$ cat config.mk
export PLATFORM = sky130hd
export DESIGN_NAME = ctr_stream_controller
export DESIGN_NICKNAME = d
export VERILOG_FILES = /design/src/rtl/ctr_stream_controller.sv
export SDC_FILE = /design/constraint.sdc
export NUM_CORES = 2
export LEC_CHECK = 0
export ABC_AREA = 1
export BUFFER_PORTS_ARGS = -buffer_cell sky130_fd_sc_hd__buf_2
export CAP_MARGIN = 20
export CORE_AREA = 2 2 523 525
export DETAILED_ROUTE_END_ITERATION = 10
export DIE_AREA = 0 0 525 527
export MAX_ROUTING_LAYER = met4
export SYNTH_ARGS = -nofsm -noshare
export SYNTH_HDL_FRONTEND = slang
export SYNTH_SLANG_ARGS = --single-unit
$ cat constraint.sdc
create_clock -name clk -period 46 [get_ports clk]
set_clock_uncertainty 0.05 [all_clocks]
set_input_delay 9.2 -clock clk [delete_from_list [all_inputs] [get_ports clk]]
set_output_delay 9.2 -clock clk [all_outputs]
set_load 0.005 [all_outputs]
$ cat src/rtl/ctr_stream_controller.sv
// ctr_stream_controller: multi-block CTR-mode stream engine (counter issue, keystream FIFO, XOR).
// Latency: one cycle from an accepted input word to m_tvalid; keystream latency is set by the core.
// Backpressure: issue is credit-limited to KS_DEPTH blocks in flight/buffered; s_tready drops while
//   the keystream FIFO is empty or the output register is held by m_tready=0.
//
// Ports:
//   clk, reset                      clock, asynchronous active-high reset
//   key_ready                       round keys valid; gates new counter-block requests
//   start, iv, num_blocks           message request; iv/num_blocks sampled when start is accepted in IDLE
//   core_tvalid/core_ready/core_block         counter block to the block-cipher core
//   core_valid/core_keystream       keystream blocks returned by the core in issue order
//   s_tvalid/s_tready/s_tdata/s_tlast         input data stream
//   m_tvalid/m_tready/m_tdata/m_tlast         output stream (s_tdata XOR keystream)
//   busy, done, error               status: not idle, one-cycle completion pulse, sticky tlast mismatch
// Optional feature macro: CTR_TLAST_CHECK_EN (tlast position checking drives error; otherwise error=0).
module ctr_stream_controller #(
  parameter int DATA_WIDTH = 256,
  parameter int CNT_W      = 32,
  parameter int KS_DEPTH   = 4
) (
  input  logic                  clk,
  input  logic                  reset,
  input  logic                  key_ready,
  input  logic                  start,
  input  logic [DATA_WIDTH-1:0] iv,
  input  logic [CNT_W-1:0]      num_blocks,
  output logic                  core_tvalid,
  input  logic                  core_ready,
  output logic [DATA_WIDTH-1:0] core_block,
  input  logic                  core_valid,
  input  logic [DATA_WIDTH-1:0] core_keystream,
  input  logic                  s_tvalid,
  output logic                  s_tready,
  input  logic [DATA_WIDTH-1:0] s_tdata,
  input  logic                  s_tlast,
  output logic                  m_tvalid,
  input  logic                  m_tready,
  output logic [DATA_WIDTH-1:0] m_tdata,
  output logic                  m_tlast,
  output logic                  busy,
  output logic                  done,
  output logic                  error
);

  localparam int AW = $clog2(KS_DEPTH);
  localparam int CW = AW + 1;
  localparam logic [CW:0] LP_DEPTH = (CW + 1)'(KS_DEPTH);

  typedef enum logic [1:0] {ST_IDLE, ST_RUN, ST_DONE} state_t;

  state_t                r_state;
  logic [DATA_WIDTH-1:0] r_iv;
  logic [CNT_W-1:0]      r_num;
  logic [CNT_W-1:0]      r_issued;
  logic [CNT_W-1:0]      r_consumed;
  logic [CW-1:0]         r_outstanding;
  logic [CW-1:0]         r_count;
  logic [AW-1:0]         r_wr_ptr;
  logic [AW-1:0]         r_rd_ptr;
  logic [DATA_WIDTH-1:0] r_ks_mem [KS_DEPTH];
  logic                  r_hold;
  logic                  r_m_tvalid;
  logic                  r_m_tlast;
  logic [DATA_WIDTH-1:0] r_m_tdata;
  logic                  r_done;

  logic                  w_run;
  logic [CW:0]           w_used;
  logic                  w_credit_ok;
  logic                  w_issue;
  logic                  w_push;
  logic                  w_pop;
  logic                  w_last_word;
  logic                  w_final_out;
  logic [DATA_WIDTH-1:0] w_core_block;

  // Counter block: only the low CNT_W field advances; it wraps without carrying into the IV prefix.
  if (CNT_W < DATA_WIDTH) begin : g_split
    assign w_core_block = {r_iv[DATA_WIDTH-1:CNT_W], r_iv[CNT_W-1:0] + r_issued};
  end else begin : g_full
    assign w_core_block = r_iv + r_issued;
  end

  assign w_run       = (r_state == ST_RUN);
  // Blocks in flight plus blocks buffered never exceed the FIFO depth, so returns cannot overflow.
  assign w_used      = {1'b0, r_outstanding} + {1'b0, r_count};
  assign w_credit_ok = (w_used < LP_DEPTH);
  // r_hold keeps a presented request alive even if key_ready drops before the core takes it.
  assign core_tvalid = w_run && (r_hold || (key_ready && (r_issued < r_num) && w_credit_ok));
  assign core_block  = w_core_block;
  assign w_issue     = core_tvalid && core_ready;
  // Returns with nothing outstanding are stale (e.g. issued before a reset) and are dropped.
  assign w_push      = w_run && core_valid && (r_outstanding != '0);
  assign s_tready    = w_run && (r_count != '0) && (r_consumed < r_num) && (!r_m_tvalid || m_tready);
  assign w_pop       = s_tvalid && s_tready;
  assign w_last_word = (r_consumed == r_num - 1'b1);
  assign w_final_out = w_run && (r_consumed == r_num) && r_m_tvalid && m_tready;

  assign m_tvalid = r_m_tvalid;
  assign m_tdata  = r_m_tdata;
  assign m_tlast  = r_m_tlast;
  assign busy     = (r_state != ST_IDLE);
  assign done     = r_done;

  // Keystream storage needs no reset: entries are only read after being written.
  always_ff @(posedge clk) begin
    if (w_push) r_ks_mem[r_wr_ptr] <= core_keystream;
  end

  always_ff @(posedge clk or posedge reset) begin
    if (reset) begin
      r_state       <= ST_IDLE;
      r_iv          <= '0;
      r_num         <= '0;
      r_issued      <= '0;
      r_consumed    <= '0;
      r_outstanding <= '0;
      r_count       <= '0;
      r_wr_ptr      <= '0;
      r_rd_ptr      <= '0;
      r_hold        <= 1'b0;
      r_m_tvalid    <= 1'b0;
      r_m_tlast     <= 1'b0;
      r_m_tdata     <= '0;
      r_done        <= 1'b0;
    end else begin
      r_hold        <= core_tvalid && !core_ready;
      r_outstanding <= r_outstanding + CW'(w_issue) - CW'(w_push);
      r_count       <= r_count + CW'(w_push) - CW'(w_pop);
      r_done        <= 1'b0;
      if (w_issue) r_issued <= r_issued + 1'b1;
      if (w_push)  r_wr_ptr <= r_wr_ptr + 1'b1;
      if (w_pop) begin
        r_rd_ptr   <= r_rd_ptr + 1'b1;
        r_consumed <= r_consumed + 1'b1;
        r_m_tdata  <= s_tdata ^ r_ks_mem[r_rd_ptr];
        r_m_tvalid <= 1'b1;
        r_m_tlast  <= w_last_word;
      end else if (m_tready) begin
        r_m_tvalid <= 1'b0;
        r_m_tlast  <= 1'b0;
      end
      case (r_state)
        ST_IDLE: begin
          if (start) begin
            r_iv       <= iv;
            r_num      <= num_blocks;
            r_issued   <= '0;
            r_consumed <= '0;
            r_state    <= (num_blocks == '0) ? ST_DONE : ST_RUN;
          end
        end
        ST_RUN: begin
          if (w_final_out) r_state <= ST_DONE;
        end
        ST_DONE: begin
          r_done  <= 1'b1;
          r_state <= ST_IDLE;
        end
        default: r_state <= ST_IDLE;
      endcase
    end
  end

`ifdef CTR_TLAST_CHECK_EN
  logic r_error;
  always_ff @(posedge clk or posedge reset) begin
    if (reset) begin
      r_error <= 1'b0;
    end else if (r_state == ST_IDLE && start) begin
      r_error <= 1'b0;
    end else if (w_pop && (s_tlast != w_last_word)) begin
      r_error <= 1'b1;
    end
  end
  assign error = r_error;
`else
  logic w_unused_tlast;
  assign w_unused_tlast = s_tlast;
  assign error = 1'b0;
`endif

endmodule
* Word level (Yosys, flattened, before mapping)
Memories as Yosys holds them, arrays and structs flattened.
Cells that the tools add are included.
** Word-level totals
- Word-level logic and storage cells :: 78
- Output and inout bits :: 519
- Flip-flop bits (word level) :: 624
- Input port bits :: 809
- Memories :: 1
- Memory bits (writable) :: 1024
** Operators by class
- Eq/ne operators :: 6
- Multiplexer cells :: 16
- Magnitude comparators :: 3
- Bitwise gates (word level) :: 1
- Reductions and logical operators :: 26
- $add $sub $neg :: 11
** Memory list
- r_ks_mem :: depth 4, width 256, read ports 1, clocked after Yosys merged registers in 0, write ports 1, RTL line 60 : logic [DATA_WIDTH-1:0] r_ks_mem [KS_DEPTH];
** Operators by type and width (count)
- XOR 256 bit :: 1
- two-way mux 32 bit :: 6
- adder 32 x 1 -> 32 bit (second input constant) :: 2
- equality test 32 bit :: 2
- < comparator 32 bit :: 2
- adder 32 bit :: 1
- zero test 32 bit :: 1
- subtractor 32 x 1 -> 32 bit (second input constant) :: 1
- logical AND 1 bit :: 14
- adder 3 x 1 -> 3 bit :: 2
- two-way mux 1 bit :: 6
- two-way mux 2 bit :: 3
- nonzero test 3 bit :: 2
- subtractor 3 x 1 -> 3 bit :: 2
- adder 2 x 1 -> 2 bit (second input constant) :: 2
- adder 3 x 3 -> 4 bit :: 1
- < comparator 4 x 3 -> 1 bit (second input constant) :: 1
- case mux 2 bit (2 select lines) :: 1
- AND reduction 2 bit :: 2
- nonzero test 2 bit :: 2
- equality test 2 x 1 -> 1 bit (second input constant) :: 1
- equality test 2 bit (second input constant) :: 1
- zero test 1 bit :: 2
- zero test 2 bit :: 1
- other kinds (3) :: 4

* Logic depth before layout (Yosys ltp)
- Depth after elaboration :: 9
- Mapped depth :: 19
- Mapped depth without buffers :: 19

* Worst setup path after synthesis
OpenSTA, ideal clock, no wires.
- Kind :: input port to flip-flop
- Start point :: in core_valid
- End point :: mem r_ks_mem[0][0] (enable)
- Setup slack :: 24.959 ns
- Data required time :: 45.071 ns
- Stages on the path :: 2
- Setup time :: 0.879 ns
- Data arrival time :: 20.112 ns
- Path buffers :: 0
- Cells stage by stage :: o311ai_1 -> nor2_1
** On the way
- Cells in the longest elaborated chain, start to end :: 4
** Ends and longest elaborated chain
- from (decl) :: RTL line 30 : input logic core_valid,
- logical AND 1 bit (2 in a row) :: RTL line 93 : assign w_push = w_run && core_valid && (r_outstanding != '0);
- two-way mux 1 bit :: RTL line 107 : if (w_push) r_ks_mem[r_wr_ptr] <= core_keystream;
- two-way mux 1 bit (not written as such) :: RTL line 107
- to (decl) :: RTL line 60
No other way between the ends.

* Final worst setup path
- Start point :: in m_tready
- End point :: out s_tready
** On the way
- Cells in the longest elaborated chain, start to end :: 2
** Ends and longest elaborated chain
- from (decl) :: RTL line 37 : input logic m_tready,
- logical OR 1 bit :: RTL line 94 : assign s_tready = w_run && (r_count != '0) && (r_consumed < r_num) && (!r_m_tvalid || m_tready);
- logical AND 1 bit :: RTL line 94
- to (decl) :: RTL line 33 : output logic s_tready,
No other way between the ends.

==> out/metrics.cfg <==
[timing]
tightest_slew_ns=1.278
rsz0062_at_grt=false
fmax_ghz=0.05155
period_share=0.4217
relSlewSlack=0.1458
min_period_ns=19.40
hold_viol=0
slew_viol_final=0
setup_tns_ns=0
setup_viol=0

[power]
powerDensity_nw_per_um2=71.76
power_frac_seq=0.369
power_frac_clock=0.256
p_sw_frac=0.3940
power.switching_mw=2.441
power_frac_comb=0.375
p_leak_nw=36.38
ir_drop_uv=63.90
finalPower_mw=6.196
p_int_mw=3.755

[floorplanning]
io_pins=1328
fp.dieH_um=527
coreArea_sq_um=271700
dieWidth_um=525
initial_utilization=0.2607
die_area_sq_um=276700
rows=192

[critical_path]
r2r_end=r_ks_mem[1][238]
regToRegSetupSlack_ns=39.47
arrival_ns=10.15
critPathMaxStageDelay_ns=0.16
crit_chain=buf_2, inv_1, a22oi_1, nand4_1, a21oi_1, o21ai_1, inv_2, nand2_1, inv_1, buf_2
end_kind=output pin
worst-path-max-fanout=3
cpMaxStageDelayCell=a22oi_1
criticalPathCategory=in -> out
rr_worst_depth=10
cp.required_ns=36.75
rr_startpoint=r_state[1]
crit_start=m_tready
cp-start-kind=primary input

[cts]
path_clk_slew_ns=0.05
post_cts_buffers=0
cts.repair.resized=0
hold_buffers=0
cts_sinks=1648
cts_root_buffer=clkbuf_16
cts_buffers=187
htreeDepth=4
cts_tree=yes
clock_latency_ns=0.84
cts_buffer_depth=4

[grt]
grt_pass1_vias=50640
grt_remaining_overflow=0
grt_max_degree=201
grt_pass1_wl_um=377400
antenna_found_initial=217
grt.total_usage=0.1938

[placement]
numPortBuffers=1325
hpwl_um=200700
routabilityCongestion=1.054
place_area_sq_um=79380

[detailed_routing]
drtPass1Iterations=6
ant_nets=0
drt_iter0_markers=3982
drt-vias-per-instance=4.586
drc=0
finalWirelength_um=270700
wl_per_cell_um=23.76
vias=52250

[final_layout]
final_util=0.3178
stdcell_area_sq_um=86340
drive_above_1_share=0.2253
syn_to_final_growth_pct=21.92
num-nets-final=8413

[run_status]
status=completed

[logic_synthesis]
yosysSeqAreaShare=0.6547
synth_top_area_share=0.4342
synth_edf_count=1024
syn_inst=6466
syn-cell-area_sq_um=70820
synthArstFlopShare=0.3786
synthDistinctLibCells=50
synth.area.top_cells=edfxtp_1 43%, dfrtp_1 22%, nand2_1 7.5%
synth_ff_type=edfxtp_1
ys_warn_count=0
synth_nets=7385
ys_seq_elements=1648
synth.largest_area_cell=edfxtp_1
syn_avg_cell_area_sq_um=10.95

[hold_path]
worstHoldPathCells=2
hp-start=r_iv[61]
hold_path_end=r_iv[61]
hold_path_class=reg -> reg

[run]
drv_cap=0

[cell families after synthesis]
logic type | Yosys count | share of synthesized area
AND/OR/NAND/NOR | 2325 | 0.1294
other | 1 | 0.00005295
adder cells (fa/ha/maj) | 110 | 0.01975
XOR/XNOR | 367 | 0.04617
flip-flops | 1648 | 0.6547
buffers and inverters | 798 | 0.05813
AO/OA/AOI/OAI | 1217 | 0.09185
[stage by stage]
stage | hold slack [ns] | cells | worst slack (ns)
finish | 0.4128 | 11400 | 26.60
detailed placement | 0.4037 | 10890 | 26.60
global placement | 0.4025 | 10890 | 26.59
floorplan | 0.3927 | 6466 | 19.27
CTS | 0.4183 | 11240 | 26.60
global route | 0.4336 | 11370 | 26.51
[placed cells by master (no fill, tap or decap), types with 84 or more instances in the layout]
cell       netlist  layout
xnor2_1        279     279
o21ai_0        598     598
edfxtp_1      1024    1024
dfrtp_1        624     622
buf_2          118    1326
diode_2          0     154
inv_1          249     246
clkbuf_16        0     190
xor2_1          84      84
ha_1           107     107
nand2_1       1422    1422
o22ai_1        256     256
o21ai_1        254     254
nor2_1         702     696
[layout make-up]
cell class / instances / area, sq um
Fill cell: 27670 / 185400
Inverter: 255 / 996.0
Timing Repair Buffer: 1382 / 7132
Clock buffer: 239 / 5149
Antenna cell: 154 / 385.4
Sequential cell: 1648 / 46370
Clock inverter: 108 / 1425
Multi-Input combinational cell: 4020 / 20390
Tap cell: 3589 / 4491
[synth_stat cells, drive strengths merged, types with 6 or more instances]
cell type and n:
xor2 84, dfrtp 624, clkbuf 162, o21bai 6, inv 254, buf 381
nor2 711, a21oi 75, edfxtp 1024, xnor2 279, nand4 67, nor3 29
nand3 67, nand2 1423, o22ai 256, ha 107, nor4 22, o21ai 852
[worst max-delay path by stage]
stage / end / depth (start not counted)
2_1_floorplan: done / 1
3_3_place_gp: s_tready / 10
3_5_place_dp: s_tready / 10
4_1_cts: s_tready / 10
5_1_grt: s_tready / 10
6_report: s_tready / 10
[state kept, by name, indices dropped and copies added (netlist names)]
name / cells
r_outstanding: 3
r_iv: 256
m_tdata: 256
m_tvalid: 1
r_issued: 32
r_consumed: 32
r_num: 32
r_wr_ptr: 2
r_hold: 1
done: 1
r_rd_ptr: 2
r_count: 3
m_tlast: 1
r_state: 2
r_ks_mem: 1024
[power by group through the flow]
stage / Combinational, mW / Clock (mW) / Sequential [mW]
global route: 2.59 / 1.68 / 2.33
finish: 2.32 / 1.58 / 2.29
floorplan: 1.52 / 0 / 2.33
CTS: 2.36 / 1.62 / 2.29
detailed placement: 2.35 / 0 / 2.31
global placement: 2.31 / 0 / 2.29
[metal layers]
layer / GRT usage / routed length, um / vias up
li1: - / - / 24190
met1: 0.2172 / 103700 / 25510
met2: 0.3174 / 129700 / 2088
met3: 0.07388 / 27270 / 466
met4: 0.06212 / 10070 / 0
met5: - / 0 / -
[critical path, delay by kind of cell]
family | cells | cell delay, ns
buffers and inverters | 5 | 0.40
AOI/OAI and AO/OA | 3 | 0.36
and+or+nand+nor | 2 | 0.18
(Power assumes the default switching activity.)
